### config.mk
export PLATFORM = sky130hd
export DESIGN_NAME = variable_rshift_pipe
export DESIGN_NICKNAME = d
export VERILOG_FILES = /design/src/rtl/variable_rshift_pipe_pkg.sv /design/src/rtl/variable_rshift_pipe_rshift_stage.sv /design/src/rtl/variable_rshift_pipe.sv
export SDC_FILE = /design/constraint.sdc
export NUM_CORES = 1
export LEC_CHECK = 0
export ABC_AREA = 1
export CAP_MARGIN = 0
export CORE_AREA = 5 5 86 88
export CTS_CLUSTER_SIZE = 12
export DETAILED_ROUTE_END_ITERATION = 7
export DIE_AREA = 0 0 91 93
export GPL_ROUTABILITY_DRIVEN = 0
export PLACE_DENSITY_LB_ADDON = 0.1
export SLEW_MARGIN = 20
export SYNTH_ARGS = -nofsm -noshare
export SYNTH_HDL_FRONTEND = slang
export SYNTH_SLANG_ARGS = --single-unit
### constraint.sdc
create_clock -name clk -period 3.2 [get_ports clk]
set_input_delay 0.32 -clock clk [delete_from_list [all_inputs] [get_ports clk]]
set_output_delay 0.32 -clock clk [all_outputs]
set_load 0.01 [all_outputs]
### src/rtl/variable_rshift_pipe_pkg.sv
// Shared definitions for the pipelined right shifter: fill-mode encoding,
// default width and the log2 helper used to size the shift-amount port.
package variable_rshift_pipe_pkg;

  typedef enum logic {
    FILL_ZERO = 1'b0,
    FILL_SIGN = 1'b1
  } fill_mode_e;

  localparam int DEF_DATA_W = 16;

  function automatic int clog2(input int value);
    int res;
    res = 0;
    while ((1 << res) < value) res = res + 1;
    return res;
  endfunction

endpackage

### src/rtl/variable_rshift_pipe_rshift_stage.sv
// One pipeline stage: registered conditional right shift (or rotate) by SHAMT, 1 cycle.
// Holds data and valid whenever i_en is low; async active-low reset clears both.
module variable_rshift_pipe_rshift_stage
  import variable_rshift_pipe_pkg::*;
#(
  parameter int DATA_W = DEF_DATA_W,
  parameter int SHAMT  = 1
) (
  input  logic              clk,
  input  logic              rst,
  input  logic              i_en,
  input  logic              i_vld,
  input  logic              i_sel,
  input  logic              i_fill,
  input  logic              i_rot,
  input  logic [DATA_W-1:0] i_dat,
  output logic              o_vld,
  output logic [DATA_W-1:0] o_dat
);

  logic [DATA_W-1:0] w_shifted;
  logic              r_vld;
  logic [DATA_W-1:0] r_dat;

  always_comb begin
    w_shifted = i_dat;
    if (i_sel) begin
      if (i_rot) w_shifted = {i_dat[SHAMT-1:0], i_dat[DATA_W-1:SHAMT]};
      else       w_shifted = {{SHAMT{i_fill}}, i_dat[DATA_W-1:SHAMT]};
    end
  end

  // Data moves even for bubbles; only the valid bit marks a real beat.
  always_ff @(posedge clk or negedge rst) begin
    if (!rst) begin
      r_vld <= 1'b0;
      r_dat <= '0;
    end else if (i_en) begin
      r_vld <= i_vld;
      r_dat <= w_shifted;
    end
  end

  assign o_vld = r_vld;
  assign o_dat = r_dat;

endmodule

### src/rtl/variable_rshift_pipe.sv
// Pipelined variable right shifter (log/arith), SHIFT_W-cycle latency, 1 beat/cycle.
// Whole pipe stalls while out_valid && !out_ready; in_ready mirrors that. ROTATE_EN adds in_rot.
module variable_rshift_pipe
  import variable_rshift_pipe_pkg::*;
#(
  parameter  int DATA_W  = DEF_DATA_W,
  localparam int SHIFT_W = clog2(DATA_W)
) (
  input  logic               clk,
  input  logic               rst,
  input  logic               in_valid,
  output logic               in_ready,
  input  logic [DATA_W-1:0]  in_data,
  input  logic [SHIFT_W-1:0] in_shamt,
  input  logic               in_arith,
`ifdef ROTATE_EN
  input  logic               in_rot,
`endif
  output logic               out_valid,
  input  logic               out_ready,
  output logic [DATA_W-1:0]  out_data
);

  localparam int SB_W = SHIFT_W - 1;

  logic                         w_adv;
  logic [SHIFT_W:0]             w_vld;
  logic [SHIFT_W:0][DATA_W-1:0] w_dat;
  logic [SHIFT_W-1:0]           w_sel;
  logic [SHIFT_W-1:0]           w_fill;
  logic [SHIFT_W-1:0]           w_rot;
  fill_mode_e                   w_mode;
  logic [SB_W-1:0]              r_fill_pipe;
  logic [SB_W-1:0]              r_rot_pipe;

  assign w_adv     = !w_vld[SHIFT_W] || out_ready;
  assign in_ready  = w_adv;
  assign out_valid = w_vld[SHIFT_W];
  assign out_data  = w_dat[SHIFT_W];

  assign w_vld[0]  = in_valid;
  assign w_dat[0]  = in_data;
  assign w_sel[0]  = in_shamt[0];
  assign w_mode    = in_arith ? FILL_SIGN : FILL_ZERO;
  assign w_fill[0] = (w_mode == FILL_SIGN) ? in_data[DATA_W-1] : 1'b0;
`ifdef ROTATE_EN
  assign w_rot[0]  = in_rot;
`else
  assign w_rot[0]  = 1'b0;
`endif

  // Fill and rotate flags ride alongside the data, one register per stage.
  always_ff @(posedge clk or negedge rst) begin
    if (!rst) begin
      r_fill_pipe <= '0;
      r_rot_pipe  <= '0;
    end else if (w_adv) begin
      r_fill_pipe <= SB_W'({r_fill_pipe, w_fill[0]});
      r_rot_pipe  <= SB_W'({r_rot_pipe, w_rot[0]});
    end
  end

  // Shamt bit k is delayed k cycles so it meets its data at stage k and then dies.
  for (genvar k = 1; k < SHIFT_W; k++) begin : g_side
    localparam int DLY_W = k;
    logic [DLY_W-1:0] r_amt_dly;

    always_ff @(posedge clk or negedge rst) begin
      if (!rst)       r_amt_dly <= '0;
      else if (w_adv) r_amt_dly <= DLY_W'({r_amt_dly, in_shamt[k]});
    end

    assign w_sel[k]  = r_amt_dly[DLY_W-1];
    assign w_fill[k] = r_fill_pipe[k-1];
    assign w_rot[k]  = r_rot_pipe[k-1];
  end

  for (genvar k = 0; k < SHIFT_W; k++) begin : g_stage
    variable_rshift_pipe_rshift_stage #(
      .DATA_W (DATA_W),
      .SHAMT  (1 << k)
    ) u_stage (
      .clk    (clk),
      .rst    (rst),
      .i_en   (w_adv),
      .i_vld  (w_vld[k]),
      .i_sel  (w_sel[k]),
      .i_fill (w_fill[k]),
      .i_rot  (w_rot[k]),
      .i_dat  (w_dat[k]),
      .o_vld  (w_vld[k+1]),
      .o_dat  (w_dat[k+1])
    );
  end

endmodule

==> results of run 1 <==
state kept, by name (all words and copies together), names as in the netlist:
name / cells
g_stage.u_stage.o_dat: 64
g_side.r_amt_dly: 6
g_stage.u_stage.o_vld: 4
r_fill_pipe: 3
path summary, 6_finish.rpt:
check	slack (ns)	end
min in group clk	0.45	g_stage[3].u_stage.o_vld
min	0.11	g_stage[3].u_stage.o_dat[9]
min reg2reg	0.45	g_stage[3].u_stage.o_vld
max in group asynchronous	2.50	g_stage[0].u_stage.o_dat[7]
max reg2reg	1.59	g_stage[2].u_stage.o_dat[0]
max	1.35	in_ready
final cells by class:
class / instances / area [um^2] / area share [%]
flip-flops and latches: 77 / 1927 / 44.06
multi-input cells: 355 / 1414 / 32.33
repair buffers: 46 / 447.9 / 10.24
inverters: 73 / 274.0 / 6.266
clock buffers: 12 / 165.2 / 3.777
well taps: 80 / 100.1 / 2.289
clock inverters: 4 / 45.04 / 1.030
per-layer routing:
metal | wire (um) | share of wire (%) | global-route usage, %
met5 | 0 | 0 | 0
met4 | 194 | 2.8 | 8.557
met3 | 311 | 4.5 | 3.218
met2 | 3427 | 49 | 32.45
met1 | 3045 | 44 | 22.15
cell families (layout without fill, tap and decap cells):
group,after synthesis,count (layout)
and+or+nand+nor,349,349
buffers and inverters,98,135
DFF,77,77
AOI/OAI and AO/OA,6,6
report_power, final:
group / leakage [nW] / internal, mW / switching [mW]
Sequential: 0.928 / 1.40 / 0.287
Clock: 0.112 / 0.420 / 0.336
Combinational: 1.49 / 0.605 / 0.876
Total: 2.53 / 2.43 / 1.50
critical path, stage by stage:
cell             delay [ns]
clkdlybuf4s50_1        0.53
inv_1                  0.07
nand2_2                0.08
clkdlybuf4s50_1        0.54
placed cells by master (no fill, tap or decap):
master / netlist / final
nor2_4: 1 / 1
inv_1: 70 / 70
o21ai_1: 2 / 2
dfrtp_1: 77 / 77
buf_4: 8 / 5
bufinv_16: 0 / 1
nand2_2: 1 / 1
clkbuf_8: 0 / 12
o21ai_0: 4 / 4
nand2_1: 296 / 296
clkinv_2: 0 / 3
nand3_1: 51 / 51
clkdlybuf4s50_1: 0 / 41
inv_2: 3 / 3
==> results.md, run 1 <==
* Vias per inst at 4.740
* WHS at 0.1137 ns
* Initial Utilization at 57.24%
* Cell Area, Synth at 0.003760 mm^2
* Synth cell count leaders: nand2_1, dfrtp_1, inv_1
* Slew Viols, Final at 0
* I/O Pins at 43
* Area delta synth->final at 16.31%
* Die W at 91 um
* Register area share after synthesis at 51.25%
* Initial antenna violation count at 0
* Number of instances in the placed design at 631
* Synth Register Bits at 77
* Setup repair bufs after CTS at 0
* CTS Buffer Depth at 2
* Synth Area per Inst at 7.094 um^2
* CP endpoint kind: output port
* Die area at 0.008463 mm^2
* F_max at 539.9 MHz
* Total power at 3.926 mW
* Dpl ws at 1.193 ns
* Clk_skew at 0.007817 ns
* H-tree Lvls at 3
* RSZ-0062 raised after global routing: no
* DPL Wire Length at 4.807 mm
* Clock transition at path regs at 0.08 ns
* Filler cells at 588
* CTS Buf Count at 9
* Worst slew margin at 38.77%
* Post-synthesis mux area share at 0%
* Clock sink total at 77
* Number of diodes at 0
* Post-layout min period at 1.852 ns
* GR Overflow Total at 0
* CORE AREA at 0.006569 mm^2
* Worst skew pair latency at 0.34 ns
* Tcrit/Tclk final at 57.88%
* Setup ws final at 1.348 ns
* Synthesized instance count at 530
* Final Hold Viols at 0
* # setup viols final at 0
* WL/cell at 10.79 um
* Synth Flop Type: dfrtp_1
* Vias in the first global route at 3034
* Ys Warns at 0
* Count leader, synth: nand2_1
* Routed vias at 3067
* Drc violations at 0
* Final nets at 587
* DRT iter0 DRCs at 188
* Die height at 93 um
* Fraction of registers with async set/reset at 100.0%
* PD cells at 897.7 mW/mm^2
* Root Buffer: clkbuf_8
* Netlist cell types at 11
* Cell taking the most area after synthesis: dfrtp_1
* Row count at 30
* Worst r2r path cells at 5
* Worst vdd ir at 0.5126 mV
* Final ANT Viol Nets at 0
* Leakage at 2.531 nW
* Largest fanout on the critical path at 2
* I/O Buffers at 42
* Total wire length at 6.978 mm
* RR Startpoint: g_stage[3].u_stage.o_vld
* Simple-gate share of the synthesized area at 36.81%
* Post-Synth Adder-Cell Area at 0%
* Critical path data required time at 2.88 ns
* Hold crit path type: in -> async
* CP startpoint: out_ready
* Status: finished clean
* Post-synth top area share at 51.25%
* Placed cell area at 0.004163 mm^2
* Final setup TNS at 0 ns
* GRT Util Overall at 18.51%
* TritonCTS clock tree: built
* CP Launch Type: input pin
* Layout cell share with drive strength beyond 1 at 4.586%
* Worst slew pin tran at 0.9185 ns
* MaxCap Viol Count at 0
* Post-Synth XOR/XNOR Area at 0%
* Final Cell Area at 0.004373 mm^2
* Hold-fix buffers, CTS at 0
* Worst EP arrival at 1.53 ns
* First-pass GRT wire length at 13.01 mm
* Compound-cell area share of the yosys netlist at 0.7987%
* Drt pass-1 iters at 4
* Post-synth EDFFs at 0
* Largest family of logic cells by synthesized area: simple AND/OR/NAND/NOR gates
* Final core occ at 66.57%
* Top post-synthesis cells by area: dfrtp_1, nand2_1, inv_1, nand3_1, buf_2
* Syn nets at 555
* WS Path Type: in -> out
* Post-CTS Resized at 0
* Final std cells w/o fill at 647
* Largest net degree at the start of global routing at 82
Note: power is estimated with default switching activity, not from simulation.
==> run 2, diff against run 1 <==
--- a/config.mk
+++ b/config.mk
@@ -7,10 +7,10 @@
 export LEC_CHECK = 0
 export ABC_AREA = 1
 export CAP_MARGIN = 0
-export CORE_AREA = 5 5 86 88
+export CORE_AREA = 5 5 92 94
 export CTS_CLUSTER_SIZE = 12
 export DETAILED_ROUTE_END_ITERATION = 7
-export DIE_AREA = 0 0 91 93
+export DIE_AREA = 0 0 97 99
 export GPL_ROUTABILITY_DRIVEN = 0
 export PLACE_DENSITY_LB_ADDON = 0.1
 export SLEW_MARGIN = 20
==> constraint.sdc (replaced) <==
create_clock -name clk -period 1.7 [get_ports clk]
set_input_delay 0.17 -clock clk [delete_from_list [all_inputs] [get_ports clk]]
set_output_delay 0.17 -clock clk [all_outputs]
set_load 0.01 [all_outputs]
==> results.md, run 2 (same netlist as run 1, synthesis figures left out) <==
* Total wire length at 7.110 mm (+1.9%)
* RSZ-0062 raised after global routing: no
* Worst vdd ir at 0.5872 mV (+15%)
* Initial Utilization at 49.69% (-7.6 points)
* Initial antenna violation count at 0 (unchanged)
* Number of diodes at 0 (unchanged)
* Most common cell after layout, fill and taps aside: nand2_1
* Die height at 99 um (+6.5%)
* PD cells at 1630 mW/mm^2 (+82%)
* CP Cell Sequence: nand2_2 -> clkdlybuf4s50_1
* Die W at 97 um (+6.6%)
* Clock transition at path regs at 0.07 ns (about the same)
* Worst slew pin tran at 0.5379 ns (-0.3806 ns)
* Final setup TNS at 0 ns (unchanged)
* Largest net degree at the start of global routing at 73 (-11%)
* Vias in the first global route at 3022 (-0.40%)
* I/O Buffers at 42 (unchanged)
* Slew Viols, Final at 0 (unchanged)
* Max FFs per register at 64 (unchanged)
* CP endpoint kind: output port
* CORE AREA at 0.007567 mm^2 (+15%)
* Drt pass-1 iters at 4 (unchanged)
* Worst path max stage delay at 0.57 ns (+0.03 ns)
* TritonCTS clock tree: built
* MaxCap Viol Count at 0 (unchanged)
* H-tree Lvls at 3 (unchanged)
* GRT Util Overall at 16.30% (-2.2 points)
* Largest fanout on the critical path at 3 (+1)
* Clk_skew at 0.007286 ns (-0.0005303 ns)
* Final ANT Viol Nets at 0 (unchanged)
* Row count at 32 (+6.7%)
* Critical path data required time at 1.53 ns (-1.35 ns)
* WL/cell at 10.60 um (-1.8%)
* Status: finished clean
* Layout cell share with drive strength beyond 1 at 4.218% (-0.37 points)
* Vias per inst at 4.554 (-3.9%)
* I/O Pins at 43 (unchanged)
* CP bufs+invs at 1 (-2)
* Routed vias at 3056 (-0.36%)
* Die area at 0.009603 mm^2 (+13%)
* CTS Buffer Depth at 2 (unchanged)
* GR Overflow Total at 0 (unchanged)
* Slowest CP cell: clkdlybuf4s50_1
* Tcrit/Tclk final at 95.08%
* Worst EP arrival at 1.45 ns (-0.08 ns)
* # setup viols final at 0 (unchanged)
* Root Buffer: clkbuf_8
* Final Hold Viols at 0 (unchanged)
* CTS Buf Count at 9 (unchanged)
* First-pass GRT wire length at 12.99 mm (-0.11%)
* Filler cells at 712 (+21%)
* Leakage at 2.529 nW (about the same)
* DRT iter0 DRCs at 90 (-52%)
* Post-CTS Resized at 0 (unchanged)
* Area delta synth->final at 17.34%
* Final nets at 590 (+0.51%)
* F_max at 618.7 MHz
* Post-layout min period at 1.616 ns
* CP Launch Type: register
* Top Family by Delay on Critical Path: buffers and inverters
* Worst skew pair latency at 0.34 ns (about the same)
* Hold crit path type: in -> async
* WHS at 0.3450 ns (+0.2313 ns)
* Worst slew margin at 64.14% (+25 points)
* WS Path Type: reg -> out
* Drc violations at 0 (unchanged)
* Clock sink total at 77 (unchanged)
* Highest-count cells in the layout ignoring fill and taps: nand2_1, dfrtp_1, inv_1
* DPL Wire Length at 4.927 mm (+2.5%)
==> run 2: repair_timing <==
| action | in CTS | in global routing |
|---|---|---|
| setup buffers | 0 | 0 |
| hold buffers | 1 | 0 |
| hold endpoints to repair | 41 | 0 |
==> run 2: report_power, final <==
| part | total (mW) | internal [mW] | switching (mW) | leakage, nW |
|---|---|---|---|---|
| logic | 2.87 | 1.19 | 1.68 | 1.52 |
| registers | 3.16 | 2.64 | 0.517 | 0.928 |
| clock network | 1.17 | 0.559 | 0.608 | 0.0833 |
| total | 7.19 | 4.39 | 2.80 | 2.53 |
==> run 2: worst register-to-register path: cells and delay by family, from the launching register on <==
family                 cells  cell delay (ns)
buffers and inverters      1             0.21
DFF                        1             0.56
and+or+nand+nor            4             0.31
==> run 2: layout make-up <==
class	count	area, um^2	area share, %
sequential	77	1927	43.68
multi-input combinational	355	1414	32.05
timing repair buffer	49	510.5	11.57
inverter	73	274.0	6.211
clock buffer	13	148.9	3.375
tap	102	127.6	2.893
clock inverter	2	10.01	0.2269
==> run 2: worst paths after layout <==
kind / start / endpoint / slack, ns / cells after the start
min: rst / g_side[3].r_amt_dly[0] / 0.34 / 2
min in group clk: in_valid / g_stage[0].u_stage.o_vld / 0.36 / 3
max in group asynchronous: rst / g_stage[0].u_stage.o_dat[2] / 0.78 / 3
max: g_stage[3].u_stage.o_vld / in_ready / 0.08 / 2
max reg2reg: g_side[3].r_amt_dly[2] / g_stage[3].u_stage.o_dat[8] / 0.52 / 5
min reg2reg: g_stage[2].u_stage.o_vld / g_stage[3].u_stage.o_vld / 0.46 / 2
==> run 2: metrics by stage <==
step                      area (um^2)  setup WS [ns]  util (%)  cells  power (mW)
final                            4412        0.08369     58.30    671       7.189
after CTS                        4412        0.05700     58.30    671       7.270
after floorplan                  3760         0.6762         -    530       5.147
after global placement           4243         0.1137     56.07    655       6.024
after detailed placement         4243        0.07999     56.07    655       6.085
after global routing             4412        0.02381     58.30    671       7.876
==> run 2: metal layers <==
layer  GRT usage [%]  share of wire [%]  vias up
met4           6.263                1.9        0
met2           28.66                 48       44
met3           3.539                3.2       14
met5               0                  0        -
li1                -                  -     1631
met1           19.60                 47     1367
